### src/rtl/ro_meas_ctrl_if.sv
// rtl/ro_meas_ctrl_if.sv - request, oscillator and result signals of the ring-oscillator measurement controller
interface ro_meas_ctrl_if #(
  parameter int CHANNELS = 4,
  parameter int CNT_W    = 16,
  parameter int WIN_W    = 16,
  parameter int CH_W     = (CHANNELS > 1) ? $clog2(CHANNELS) : 1
);
  logic                START;
  logic [CH_W-1:0]     CH_SEL;
  logic [WIN_W-1:0]    WINDOW;
  logic [CHANNELS-1:0] RO_IN;
  logic [CHANNELS-1:0] EN_VCO;
  logic                BUSY;
  logic [CNT_W-1:0]    CNT;
  logic [CH_W-1:0]     CH_OUT;
  logic                OVF;
  logic                CNT_VALID;
  logic                CNT_READY;

  modport master (
    output START, CH_SEL, WINDOW, RO_IN, CNT_READY,
    input  EN_VCO, BUSY, CNT, CH_OUT, OVF, CNT_VALID
  );

  modport slave (
    input  START, CH_SEL, WINDOW, RO_IN, CNT_READY,
    output EN_VCO, BUSY, CNT, CH_OUT, OVF, CNT_VALID
  );
endinterface

### src/rtl/ro_meas_ctrl.sv
// rtl/ro_meas_ctrl.sv - enables one ring oscillator, lets it settle, counts its edges over a window
module ro_meas_ctrl #(
  parameter int CHANNELS    = 4,
  parameter int CNT_W       = 16,
  parameter int WIN_W       = 16,
  parameter int SETTLE_CYC  = 8,
  parameter int SYNC_STAGES = 2
) (
  input logic         CLK,
  input logic         RSTN,
  ro_meas_ctrl_if.slave bus
);
  localparam int CH_W = (CHANNELS > 1) ? $clog2(CHANNELS) : 1;
  localparam int ST_W = $clog2(SETTLE_CYC + 1);
  localparam logic [CNT_W-1:0] CNT_MAX = '1;

  typedef enum logic [1:0] {IDLE, SETTLE, COUNT, HOLD} state_t;

  state_t state_q, state_d;

  logic [SYNC_STAGES-1:0][CHANNELS-1:0] sync_q;
  logic [CHANNELS-1:0] prev_q;
  logic [CH_W-1:0]     ch_q, ch_out_q;
  logic [WIN_W-1:0]    win_q, win_cnt_q;
  logic [ST_W-1:0]     settle_cnt_q;
  logic [CNT_W-1:0]    cnt_q;
  logic                ovf_q, valid_q;
  logic                start_ok, settle_done, count_done, rise, vco_on;
  logic [CHANNELS-1:0] en_vco;

  assign start_ok    = bus.START && (int'(bus.CH_SEL) < CHANNELS);
  assign settle_done = (settle_cnt_q == ST_W'(SETTLE_CYC - 1));
  assign count_done  = (win_cnt_q == win_q - WIN_W'(1));
  assign rise        = sync_q[SYNC_STAGES-1][ch_q] & ~prev_q[ch_q];
  assign vco_on      = (state_q == SETTLE) || (state_q == COUNT);

  always_comb begin
    state_d = state_q;
    case (state_q)
      IDLE:    if (start_ok) state_d = SETTLE;
      SETTLE:  if (settle_done) state_d = (win_q != '0) ? COUNT : HOLD;
      COUNT:   if (count_done) state_d = HOLD;
      HOLD:    if (valid_q && bus.CNT_READY) state_d = IDLE;
      default: state_d = IDLE;
    endcase
  end

  always_comb begin
    en_vco = '0;
    for (int i = 0; i < CHANNELS; i++) en_vco[i] = vco_on && (int'(ch_q) == i);
  end

  always_ff @(posedge CLK) begin
    if (!RSTN) begin
      state_q      <= IDLE;
      sync_q       <= '0;
      prev_q       <= '0;
      ch_q         <= '0;
      ch_out_q     <= '0;
      win_q        <= '0;
      win_cnt_q    <= '0;
      settle_cnt_q <= '0;
      cnt_q        <= '0;
      ovf_q        <= 1'b0;
      valid_q      <= 1'b0;
    end else begin
      // Synchronisers run in every state so the selected channel is clean by the end of SETTLE.
      sync_q  <= {sync_q[SYNC_STAGES-2:0], bus.RO_IN};
      prev_q  <= sync_q[SYNC_STAGES-1];
      state_q <= state_d;
      case (state_q)
        IDLE: begin
          if (start_ok) begin
            ch_q         <= bus.CH_SEL;
            win_q        <= bus.WINDOW;
            settle_cnt_q <= '0;
          end
        end
        SETTLE: begin
          settle_cnt_q <= settle_cnt_q + ST_W'(1);
          if (settle_done) begin
            cnt_q     <= '0;
            ovf_q     <= 1'b0;
            win_cnt_q <= '0;
            if (win_q == '0) begin
              valid_q  <= 1'b1;
              ch_out_q <= ch_q;
            end
          end
        end
        COUNT: begin
          win_cnt_q <= win_cnt_q + WIN_W'(1);
          if (rise) begin
            if (cnt_q != CNT_MAX) cnt_q <= cnt_q + CNT_W'(1);
            if (cnt_q >= CNT_MAX - CNT_W'(1)) ovf_q <= 1'b1;
          end
          if (count_done) begin
            valid_q  <= 1'b1;
            ch_out_q <= ch_q;
          end
        end
        HOLD: begin
          if (bus.CNT_READY) valid_q <= 1'b0;
        end
        default: ;
      endcase
    end
  end

  assign bus.EN_VCO    = en_vco;
  assign bus.BUSY      = (state_q != IDLE);
  assign bus.CNT       = cnt_q;
  assign bus.CH_OUT    = ch_out_q;
  assign bus.OVF       = ovf_q;
  assign bus.CNT_VALID = valid_q;
endmodule

### src/flat_wrapper.sv
// flat-port wrapper written by rule: the top's interface ports become plain ports
module ro_meas_ctrl_flat 
#(
  parameter int CHANNELS    = 4,
  parameter int CNT_W       = 16,
  parameter int WIN_W       = 16,
  parameter int SETTLE_CYC  = 8,
  parameter int SYNC_STAGES = 2
)
  (CLK, RSTN, bus_START, bus_CH_SEL, bus_WINDOW, bus_RO_IN, bus_CNT_READY, bus_EN_VCO, bus_BUSY, bus_CNT, bus_CH_OUT, bus_OVF, bus_CNT_VALID);
  ro_meas_ctrl_if #(.CHANNELS(CHANNELS), .CNT_W(CNT_W), .WIN_W(WIN_W)) bus_i ();
  input logic CLK;
  input logic RSTN;
  input wire logic [$bits(bus_i.START)-1:0] bus_START;
  input wire logic [$bits(bus_i.CH_SEL)-1:0] bus_CH_SEL;
  input wire logic [$bits(bus_i.WINDOW)-1:0] bus_WINDOW;
  input wire logic [$bits(bus_i.RO_IN)-1:0] bus_RO_IN;
  input wire logic [$bits(bus_i.CNT_READY)-1:0] bus_CNT_READY;
  output wire logic [$bits(bus_i.EN_VCO)-1:0] bus_EN_VCO;
  output wire logic [$bits(bus_i.BUSY)-1:0] bus_BUSY;
  output wire logic [$bits(bus_i.CNT)-1:0] bus_CNT;
  output wire logic [$bits(bus_i.CH_OUT)-1:0] bus_CH_OUT;
  output wire logic [$bits(bus_i.OVF)-1:0] bus_OVF;
  output wire logic [$bits(bus_i.CNT_VALID)-1:0] bus_CNT_VALID;
  assign bus_i.START = bus_START;
  assign bus_i.CH_SEL = bus_CH_SEL;
  assign bus_i.WINDOW = bus_WINDOW;
  assign bus_i.RO_IN = bus_RO_IN;
  assign bus_i.CNT_READY = bus_CNT_READY;
  assign bus_EN_VCO = bus_i.EN_VCO;
  assign bus_BUSY = bus_i.BUSY;
  assign bus_CNT = bus_i.CNT;
  assign bus_CH_OUT = bus_i.CH_OUT;
  assign bus_OVF = bus_i.OVF;
  assign bus_CNT_VALID = bus_i.CNT_VALID;
  ro_meas_ctrl #(.CHANNELS(CHANNELS), .CNT_W(CNT_W), .WIN_W(WIN_W), .SETTLE_CYC(SETTLE_CYC), .SYNC_STAGES(SYNC_STAGES)) u_core (.CLK(CLK), .RSTN(RSTN), .bus(bus_i));
endmodule
### config.mk
export PLATFORM = sky130hd
export DESIGN_NAME = ro_meas_ctrl_flat
export DESIGN_NICKNAME = d
export VERILOG_FILES = /design/src/rtl/ro_meas_ctrl_if.sv /design/src/rtl/ro_meas_ctrl.sv /design/src/flat_wrapper.sv
export SDC_FILE = /design/constraint.sdc
export NUM_CORES = 1
export LEC_CHECK = 0
export ABC_AREA = 0
export BUFFER_PORTS_ARGS = -buffer_cell sky130_fd_sc_hd__buf_4
export CORE_MARGIN = 5
export CORE_UTILIZATION = 60
export CTS_BUF_LIST = sky130_fd_sc_hd__clkbuf_4
export DETAILED_ROUTE_END_ITERATION = 12
export PLACE_DENSITY_LB_ADDON = 0.08
export SLEW_MARGIN = 20
export SYNTH_ARGS = -nofsm -noshare
export SYNTH_HDL_FRONTEND = slang
export SYNTH_SLANG_ARGS = --single-unit
export TNS_END_PERCENT = 10
### constraint.sdc
create_clock -name CLK -period 3.1 [get_ports CLK]
set_input_delay 0 -clock CLK [delete_from_list [all_inputs] [get_ports CLK]]
set_output_delay 0 -clock CLK [all_outputs]
set_load 0.05 [all_outputs]
# Word-level counts from Yosys, hierarchy flattened
# Cells that the tools add are included.
[word_totals] reg_bits=72 latch_bits=0 mem_bits_rw=0 mem_bits_ro=0 input_bits=26 output_inout_bits=25 word_cells=90 mem_count=0
[op_classes] add_sub_neg=4 mul=0 n_div=0 order_cmp=2 eq_ne=18 shift=0 muxes=30 bitwise_logic=2 n_reduce_logical=22
[ops] op="$pmux 16 s2" n=2
[ops] op="$mux 16" n=3
[ops] op="$add 16x1->16 const B" n=2
[ops] op="$eq 16x16->1" n=1
[ops] op="$ge 16x16->1 const B" n=1
[ops] op="$logic_not 16->1" n=1
[ops] op="$ne 16x16->1 const B" n=1
[ops] op="$reduce_and 4->1" n=4
[ops] op="$reduce_bool 16->1" n=1
[ops] op="$sub 16x1->16 const B" n=1
[ops] op="$mux 2" n=7
[ops] op="$mux 1" n=10
[ops] op="$ne 2x2->1 const B" n=5
[ops] op="$eq 2x2->1 const B" n=4
[ops] op="$ne 2x1->1 const B" n=4
[ops] op="$pmux 2 s4" n=1
[ops] op="$pmux 4 s2" n=1
[ops] op="$reduce_and 2->1" n=3
[ops] op="$reduce_bool 2->1" n=3
[ops] op="$logic_and 1x1->1" n=5
[ops] op="$reduce_and 5->1" n=1
[ops] op="$add 4x1->4 const B" n=1
[ops] op="$bmux 1 s2" n=2
[ops] op="$eq 2x1->1 const B" n=2
[ops] op="11 further kinds" n=12

# Longest topological paths before layout
# Gate-level depths: netlist of run 1.
[logic_depth] word_depth=6 mapped_depth=12 depth_no_buf=9

# Worst setup path before layout of run 1
# No wires, ideal clock.
[synth_path] path_type="flip-flop to flip-flop" startpoint="reg u_core.win_q[0]" endpoint="reg u_core.ch_out_q[0], in the netlist u_core.bus.CH_OUT[0]" setup_time_ps=72 t_arrival_ps=2743 t_required_ps=3028 slack_ps=285 path_stages_with_launch=13 n_path_buf=3 period_less_slack_ps=2815 cell_sequence="dfxtp_1 clkbuf_1 inv_1 ha_1 buf_4 or3b_1 clkbuf_2 or3_1 a2111o_1 a22oi_1 o2111a_2 a32o_2 mux2i_1"
[synth_between] elab_chain_len=4 elab_cells_between_ends=6 classes_between="add/sub (1); eq/ne (3); reduce/logical (2)"
[synth_rtl] element="start, declared" line_no="ro_meas_ctrl.sv:24" source="logic [WIN_W-1:0] win_q, win_cnt_q;"
[synth_rtl] element="start signal, assigned" line_no="ro_meas_ctrl.sv:75" source="win_q <= bus.WINDOW;"
[synth_rtl] element="$sub 16x1->16" line_no="ro_meas_ctrl.sv:33" source="assign count_done = (win_cnt_q == win_q - WIN_W'(1));"
[synth_rtl] element="$eq 16x16->1" line_no="ro_meas_ctrl.sv:33"
[synth_rtl] element="$ne 2x1->1 (no line)"
[synth_rtl] element="$reduce_and 4->1 (no line) *"
[synth_rtl] element="end signal, assigned" line_no="ro_meas_ctrl.sv:87" source="ch_out_q <= ch_q;"
[synth_rtl] element="end signal, assigned" line_no="ro_meas_ctrl.sv:99" source="ch_out_q <= ch_q;"
[synth_rtl] element="end, declared" line_no="ro_meas_ctrl.sv:23" source="logic [CH_W-1:0] ch_q, ch_out_q;"
# Mark *: on every way between the ends. The rest lies on a longest branch, timed or not.
# A chain may end at the register's enable or synchronous reset.

# Final worst setup path of run 1
[layout_path] startpoint="reg u_core.win_q[0]" endpoint="reg u_core.state_q[1]"
[layout_between] elab_chain_len=4
[layout_rtl] element="$sub 16x1->16" line_no="ro_meas_ctrl.sv:33"
[layout_rtl] element="$eq 16x16->1" line_no="ro_meas_ctrl.sv:33"
[layout_rtl] element="$ne 2x1->1 (no line)"
[layout_rtl] element="$reduce_and 4->1 (no line)"
[layout_rtl] element="end signal, assigned" line_no="ro_meas_ctrl.sv:70" source="state_q <= state_d;"
[layout_rtl] element="end, declared" line_no="ro_meas_ctrl.sv:19" source="state_t state_q, state_d;"
# No other way between the ends.

==> results of run 1 <==
[kinds of logic (layout without fill, tap and decap cells)]
family | Yosys count | count (layout) | share of synthesized area
and+or+nand+nor | 220 | 220 | 0.293
AOI/OAI and AO/OA | 79 | 79 | 0.144
DFF | 72 | 72 | 0.386
xor gates and xnor gates | 40 | 40 | 0.0938
buffers and inverters | 38 | 111 | 0.0395
adders and majority gates | 9 | 9 | 0.0302
muxes | 5 | 5 | 0.0137
[cell type report]
cell class,count,share of cell area
Multi-Input combinational cell,353,0.468
Sequential cell,72,0.314
Timing Repair Buffer,81,0.147
Clock inverter,7,0.0240
Tap cell,75,0.0204
Clock buffer,9,0.0147
Inverter,14,0.0115
[routing by layer]
metal  vias to the layer above  part of all wire
met5                         -                 0
met4                         0             0.024
met3                        20             0.042
met2                        96              0.50
met1                      1644              0.43
li1                       1760                 -
[where the power goes]
group          internal [W]  switching, W  total, W
Combinational      0.000460      0.000781   0.00124
Sequential          0.00100     0.0000939   0.00109
Clock              0.000402      0.000332  0.000733
Total               0.00186       0.00121   0.00307
[synthesized netlist by cell type, types with 3 or more instances]
cell	count	share of area
o21ai_0	10	0.013
nand3b_1	4	0.0080
nor3_1	11	0.015
nand3_1	11	0.015
inv_1	14	0.014
and2_1	12	0.020
nor4_1	8	0.013
nand2b_1	8	0.013
nand4_1	9	0.015
xor2_1	19	0.045
nor2b_1	3	0.0050
ha_1	9	0.030
xnor2_1	21	0.049
and4_1	6	0.014
dfxtp_1	72	0.39
or3_1	10	0.017
a32oi_1	3	0.0070
nand2_1	71	0.071
a21oi_1	30	0.040
or4_1	4	0.0080
nor2_1	46	0.046
a211oi_1	4	0.0080
o211ai_1	4	0.0080
mux2i_1	4	0.011
a22oi_1	3	0.0060
and3_1	11	0.018
clkbuf_1	20	0.020
[registers in the layout, summed over array words and instances, names as in the netlist]
signal / flops
u_core.bus.CNT: 16
u_core.bus.CH_OUT: 2
u_core.prev_q: 4
u_core.state_q: 2
u_core.bus.OVF: 1
u_core.sync_q: 8
u_core.win_q: 16
u_core.ch_q: 2
u_core.bus.CNT_VALID: 1
u_core.win_cnt_q: 16
u_core.settle_cnt_q: 4
[per-stage QoR]
step,setup slack [ns],hold slack [ns]
floorplan,0.285,0.127
global placement,0.398,0.207
detailed placement,0.317,0.211
CTS,0.285,0.0388
global route,0.0939,0.0656
finish,0.275,0.0615
[repair_timing]
action,CTS,global route
gates resized for setup,0,0
hold buffers,27,0
hold endpoints to repair,33,0
[path summary, 6_finish.rpt]
kind / startpoint / endpoint / slack (ns) / cells after the start
hold reg to reg: u_core.sync_q[3] / u_core.sync_q[7] / 0.45 / 1
hold / removal: bus_CNT_READY / u_core.bus.CNT_VALID / 0.06 / 4
setup reg to reg: u_core.win_q[0] / u_core.state_q[1] / 0.27 / 9
setup / recovery: u_core.win_q[0] / u_core.state_q[1] / 0.27 / 9
[cell usage in the layout, fill, tap and decap left out, drive strengths merged, types with 3 or more instances in the layout]
master	netlist	final
clkbuf	21	9
or3	10	10
o21ai	10	10
o211ai	4	4
nor2	46	46
nand3	11	11
nand2	71	71
clkinv	0	3
and4	6	6
xnor2	21	21
a211oi	4	4
nand4	9	9
inv	14	14
and2	12	12
a22oi	3	3
nor4	8	8
a21oi	30	30
xor2	19	19
o32ai	3	3
or4	4	4
ha	9	9
nand3b	4	4
nor3	11	11
nand2b	8	8
mux2i	4	4
nor2b	3	3
a32oi	3	3
bufinv	0	3
dlygate4sd3	0	27
dfxtp	72	72
and3	11	11
buf	3	54
[critical path, stage by stage, from the launching register on]
cell,delay (ns)
dfxtp_1,0.40
inv_1,0.09
ha_1,0.15
or3b_1,0.47
or3_1,0.40
a2111o_1,0.40
a22oi_1,0.18
o2111a_2,0.30
a21o_2,0.18
mux2i_1,0.19
==> results.ini, run 1 <==
[grt]
gr-usage-met2=0.413
grt_pass1_wl_mm=15.1
antenna_found_initial=0
grt_pass1_vias=3355
grtUsageMet3=0.0503
grtUsageMet1=0.292
grt_max_degree=30
overflow=0
grt-busiest-layer=met2
track_usage=0.241

[routing]
routed_wl_mm=8.88
num_vias=3520
dr.pass1.iters=4
avgViaCountPerCell=5.76
wl_per_cell_um=14.5
detail-route-antenna-nets=0
first_iter_violations=178
drc_errors=0

[yosys]
avgSynthCellArea_um2=8.06
netlist_area_um2=3730
synth_enable_flop_cells=0
synthArstFlopShare=0
yosysSeqAreaShare=0.386
synth_cell_type_count=57
yosysWarningCount=0
synth_fp_nets=498
postSynthCellCount=463
synth_seq_cells=72
ys.flop_type=dfxtp_1

[sta]
hold_viol=0
timing.fmax_mhz=354
final.setup.tns_ns=0
slew_headroom=0.346
max_slew.worst_pin.slew_ns=0.980
rsz0062_at_grt=false
finalCritPeriodShare=0.911
maxSlewViolCount=0
setup_viol=0
period_needed_ns=2.83
fin_skew_ns=0.0137

[clock_network]
cts.clk_slew.worst_paths_ns=0.11
clockBufferDepth=2
htreeDepth=3
cts_sinks=72
clock_latency_ns=0.42
cts_buffers=9
cts_setup_buffers=0
cts_tree=built
cts_root_buf=clkbuf_4

[layout]
fillers=454
register_area_um2=1440
syn2layout_area_growth_pct=22.9
stdcell_area_um2=4590
final_util=0.766
multi_input_area_um2=2150
nets=566
fin_cells=611
drive_above_1_share=0.142
n_antenna_cell=0

[power]
ir_drop_mv=0.589
p_leak_nw=1.81
power_w=0.00307
p_per_area_nw_per_um2=669

[critical_path]
cp_data_required_time_ns=3.44
startpoint_type=register
crit_path_end_kind=register
worstPathMaxFanout=8
path_class=reg -> reg
critPathArrivalTime_ns=3.17

[placed_design]
gp_congestion=0.910
hpwlAfterDp_mm=5.94
placed_cell_area_um2=4140
portBuffers=50
dp_cells=568

[floorplanning]
core_area_um2=5990
die_h_um=88.9
placementRows=28
die-area_um2=7900
io-pin-count=51
dieWidth_um=88.9
start_util=0.623

[status]
outcome=finished clean

[hold_path]
hold_class=in -> reg

[run]
maxCapViolCount=0

Power figures use the tool's default switching activity.
==> run 2, diff against run 1 <==
==> constraint.sdc (replaced) <==
create_clock -name CLK -period 2.91 [get_ports CLK]
set_input_delay 0 -clock CLK [delete_from_list [all_inputs] [get_ports CLK]]
set_output_delay 0 -clock CLK [all_outputs]
set_load 0.05 [all_outputs]
==> run 2 against run 1 <==
Against the previous run: hold slack better by 0.018 ns; sequential power up 7%; setup slack worse by 0.072 ns; critical path depth is the same; clock power is 8.6% higher; sequential cell count stayed put; sequential share of layout area shrank 0.27 points; register-to-register slack got worse by 0.07 ns; fmax rose by 4.4%; core utilization grew 0.67 points; largest cell class unchanged; largest power group unchanged.
==> results.ini, run 2 (synthesized netlist as in run 1, its figures left out) <==
[grt]
grt_max_degree=30
overflow=0
track_usage=0.250
antenna_found_initial=0
grt_pass1_wl_mm=15.4
grt_pass1_vias=3360

[sta]
maxSlewViolCount=0
hold_viol=0
period_needed_ns=2.71
final.setup.tns_ns=0
timing.fmax_mhz=369
slew_headroom=0.368
setup_viol=0
max_slew.worst_pin.slew_ns=0.947
finalCritPeriodShare=0.930
layout_setup_ws_ns=0.203
rsz0062_at_grt=false
fin_skew_ns=0.0182

[placed_design]
hpwlAfterDp_mm=6.04
placed_cell_area_um2=4160
post-place-ws_ns=0.177
portBuffers=50
gp_congestion=0.872

[layout]
final_common_cell=dfxtp_1
nets=569
drive_above_1_share=0.152
syn2layout_area_growth_pct=24.0
n_antenna_cell=0
final_cell_mix=dfxtp_1 (72), nand2_1 (71), buf_4 (57)
fillers=433
final_util=0.773
stdcell_area_um2=4630

[floorplanning]
die-area_um2=7900
dieWidth_um=88.9
start_util=0.623
die_h_um=88.9
io-pin-count=51
placementRows=28
core_area_um2=5990

[power]
ir_drop_mv=0.557
p_per_area_nw_per_um2=717
p_leak_nw=1.83
power_w=0.00332

[hold_path]
hold_class=in -> reg

[routing]
wl_per_cell_um=14.8
dr.pass1.iters=4
routed_wl_mm=9.11
wl_met1_mm=3.90
drc_errors=0
avgViaCountPerCell=5.73
num_vias=3517
route.met3.wl_um=331
first_iter_violations=145
detail-route-antenna-nets=0
highest_layer=met4
met2_length_mm=4.73

[critical_path]
cp_data_required_time_ns=3.27
crit_path_end_kind=register
startpoint_type=register
worstPathMaxFanout=8
path_class=reg -> reg
critPathArrivalTime_ns=3.06

[clock_network]
clockBufferDepth=2
htreeDepth=3
cts_setup_buffers=0
clock_latency_ns=0.42
cts_buffers=9
cts_tree=built
cts_sinks=72
cts_root_buf=clkbuf_4
cts.clk_slew.worst_paths_ns=0.13

[status]
outcome=finished clean

[run]
maxCapViolCount=0

## run 2: stage by stage
stage                     hold slack, ns  std cells
final                             0.0799        614
after global routing              0.0917        614
after CTS                         0.0502        614
after detailed placement           0.213        571
after global placement             0.207        571
after floorplan                    0.127        463
## run 2: layer usage
metal,vias up,GRT usage
met5,-,0
met4,0,0.107
met3,12,0.0372
met2,78,0.441
met1,1665,0.299
li1,1762,-
## run 2: repair_timing
item,in CTS,in global routing
endpoints found under the setup margin,0,4
endpoints found under the hold margin,33,0
gates resized for setup,0,2
hold buffers,27,0
## run 2: worst paths after layout
check	from	endpoint	slack, ns	depth (start not counted)
min reg2reg	u_core.sync_q[4]	u_core.prev_q[0]	0.45	2
min	bus_CNT_READY	u_core.bus.CNT_VALID	0.08	4
max	u_core.win_q[0]	u_core.bus.CH_OUT[0]	0.20	9
max reg2reg	u_core.win_q[0]	u_core.bus.CH_OUT[0]	0.20	9
## run 2: layout make-up
| class | count | area, um^2 | area share |
|---|---|---|---|
| Timing Repair Buffer | 84 | 698 | 0.151 |
| Sequential cell | 72 | 1440 | 0.311 |
| Tap cell | 75 | 93.8 | 0.0203 |
| Multi-Input combinational cell | 353 | 2160 | 0.467 |
| Clock inverter | 6 | 108 | 0.0232 |
| Clock buffer | 10 | 75.1 | 0.0162 |
| Inverter | 14 | 52.6 | 0.0114 |
## run 2: worst max-delay path, stage by stage, from the launching register on
cell and delay, ns:
dfxtp_1 0.41, inv_1 0.09, ha_1 0.15, or3b_1 0.37, or3_1 0.38, a2111o_1 0.41, a22oi_1 0.18, o2111a_2 0.29
a32o_2 0.18, mux2i_1 0.20
## run 2: where the power goes
| part | switching [W] | leakage, nW | total (W) | internal (W) |
|---|---|---|---|---|
| Combinational | 0.000839 | 1.15 | 0.00135 | 0.000513 |
| Clock | 0.000353 | 0.0980 | 0.000796 | 0.000442 |
| Sequential | 0.000106 | 0.585 | 0.00117 | 0.00107 |
| Total | 0.00130 | 1.83 | 0.00332 | 0.00202 |
==> run 3, diff against run 2 <==
--- a/config.mk
+++ b/config.mk
@@ -12,6 +12,7 @@
 export CTS_BUF_LIST = sky130_fd_sc_hd__clkbuf_4
 export DETAILED_ROUTE_END_ITERATION = 12
 export PLACE_DENSITY_LB_ADDON = 0.08
+export REMOVE_ABC_BUFFERS = 1
 export SLEW_MARGIN = 20
 export SYNTH_ARGS = -nofsm -noshare
 export SYNTH_HDL_FRONTEND = slang
==> run 3 against run 2 <==
Against the previous run: fmax fell by 0.87%; die area did not move; first-iteration DRC count did not move; largest power group unchanged; hold slack got worse by 0.040 ns; cell count did not move; register-to-register slack got worse by 0.02 ns; via count rose by 0.43%; count of clock-buffer cells in the layout fell by 1; final area fell by 1.4%; routed wire length rose by 3.2%; highest routed layer unchanged; combinational power barely moved.
==> results.ini, run 3 (synthesized netlist as in run 1, its figures left out) <==
[status]
outcome=finished clean

[grt]
grt_pass1_vias=3473
overflow=0
grt_max_degree=30
grt_pass1_wl_mm=15.6
track_usage=0.251
antenna_found_initial=0

[layout]
nets=569
final_util=0.762
n_antenna_cell=0
fin_cells=614
stdcell_area_um2=4560
syn2layout_area_growth_pct=22.2
fillers=465
drive_above_1_share=0.150
final_cell_mix=dfxtp_1 (72), nand2_1 (71), buf_4 (57)
final_common_cell=dfxtp_1

[clock_network]
cts.clk_slew.worst_paths_ns=0.14
hold_buffers=27
cts_setup_buffers=0
cts_sinks=72
clockBufferDepth=2
cts_buffers=9
cts_resized=0
clock_latency_ns=0.43
cts_tree=built
cts_root_buf=clkbuf_4
htreeDepth=3

[sta]
setup_viol=0
maxSlewViolCount=0
fin_skew_ns=0.0235
hold_viol=0
rsz0062_at_grt=false
slew_headroom=0.367
max_slew.worst_pin.slew_ns=0.948
period_needed_ns=2.73
timing.fmax_mhz=366
final.setup.tns_ns=0
holdWs_ns=0.0399
finalCritPeriodShare=0.938

[critical_path]
path_class=reg -> reg
reg2reg_depth=10
slowest_delay_ns=0.41
slowest_stage=dfxtp_1
cp_data_required_time_ns=3.24
worstPathMaxFanout=8
critPathArrivalTime_ns=3.06
startpoint_type=register
crit_path_end_kind=register
path_cells=inv_1, ha_1, or3b_1, buf_4, o41ai_1, a21boi_0, o21bai_1, o2111a_2, a21o_2, a221oi_2

[routing]
met2_length_mm=4.74
highest_layer=met4
wl_met1_mm=4.03
route.met3.wl_um=485
drc_errors=0
routed_wl_mm=9.41
dr.pass1.iters=7
detail-route-antenna-nets=0
wl_per_cell_um=15.3
avgViaCountPerCell=5.75
first_iter_violations=145
num_vias=3532

[power]
p_per_area_nw_per_um2=684
p_leak_nw=1.80
ir_drop_mv=0.457

[floorplanning]
start_util=0.623
placementRows=28
core_area_um2=5990
io-pin-count=51
dieWidth_um=88.9
die_h_um=88.9
die-area_um2=7900

[placed_design]
hpwlAfterDp_mm=6.29
placed_cell_area_um2=4160
gp_congestion=0.859
portBuffers=50
dp_cells=571

[hold_path]
whs_path_depth=4
hold_class=in -> reg

[run]
maxCapViolCount=0

==> run 3: per-stage QoR <==
step / setup slack [ns] / total power (W)
2_1_floorplan: 0.0842 / 0.00210
3_3_place_gp: 0.339 / 0.00246
3_5_place_dp: 0.230 / 0.00248
4_1_cts: 0.205 / 0.00310
5_1_grt: 0.0109 / 0.00333
6_report: 0.179 / 0.00312
==> run 3: path summary, 6_finish.rpt <==
path,start,endpoint,slack [ns]
worst max-delay path,u_core.win_q[0],u_core.state_q[0],0.18
worst min-delay path,bus_CNT_READY,u_core.bus.CNT_VALID,0.04
worst min register to register,u_core.sync_q[2],u_core.sync_q[6],0.45
worst max register to register,u_core.win_q[0],u_core.state_q[0],0.18
==> run 3: power by group <==
part	internal, W	leakage (nW)	switching (W)
clock	0.000190	0.0650	0.000412
sequential	0.00107	0.585	0.000104
combinational	0.000510	1.15	0.000837
==> run 3: cell type report <==
cell class / instances / area (um^2) / share of cell area
multi-input cells: 353 / 2150 / 0.471
inverters: 14 / 52.6 / 0.0115
clock buffers: 9 / 67.6 / 0.0148
well taps: 75 / 93.8 / 0.0206
flip-flops and latches: 72 / 1440 / 0.316
clock inverters: 7 / 61.3 / 0.0134
repair buffers: 84 / 698 / 0.153
==> run 3: critical path: cells and delay by family (launching register included) <==
family	cells	cell delay, ns
AOI/OAI and AO/OA	6	1.43
DFF	1	0.41
and+or+nand+nor	1	0.37
buffers and inverters	2	0.26
adders and majority gates	1	0.15
==> run 3: routing by layer <==
| layer | track usage | up-vias |
|---|---|---|
| met3 | 0.0531 | 15 |
| met1 | 0.298 | 1654 |
| met4 | 0.0755 | 0 |
| li1 | - | 1757 |
| met2 | 0.451 | 106 |
| met5 | 0 | - |
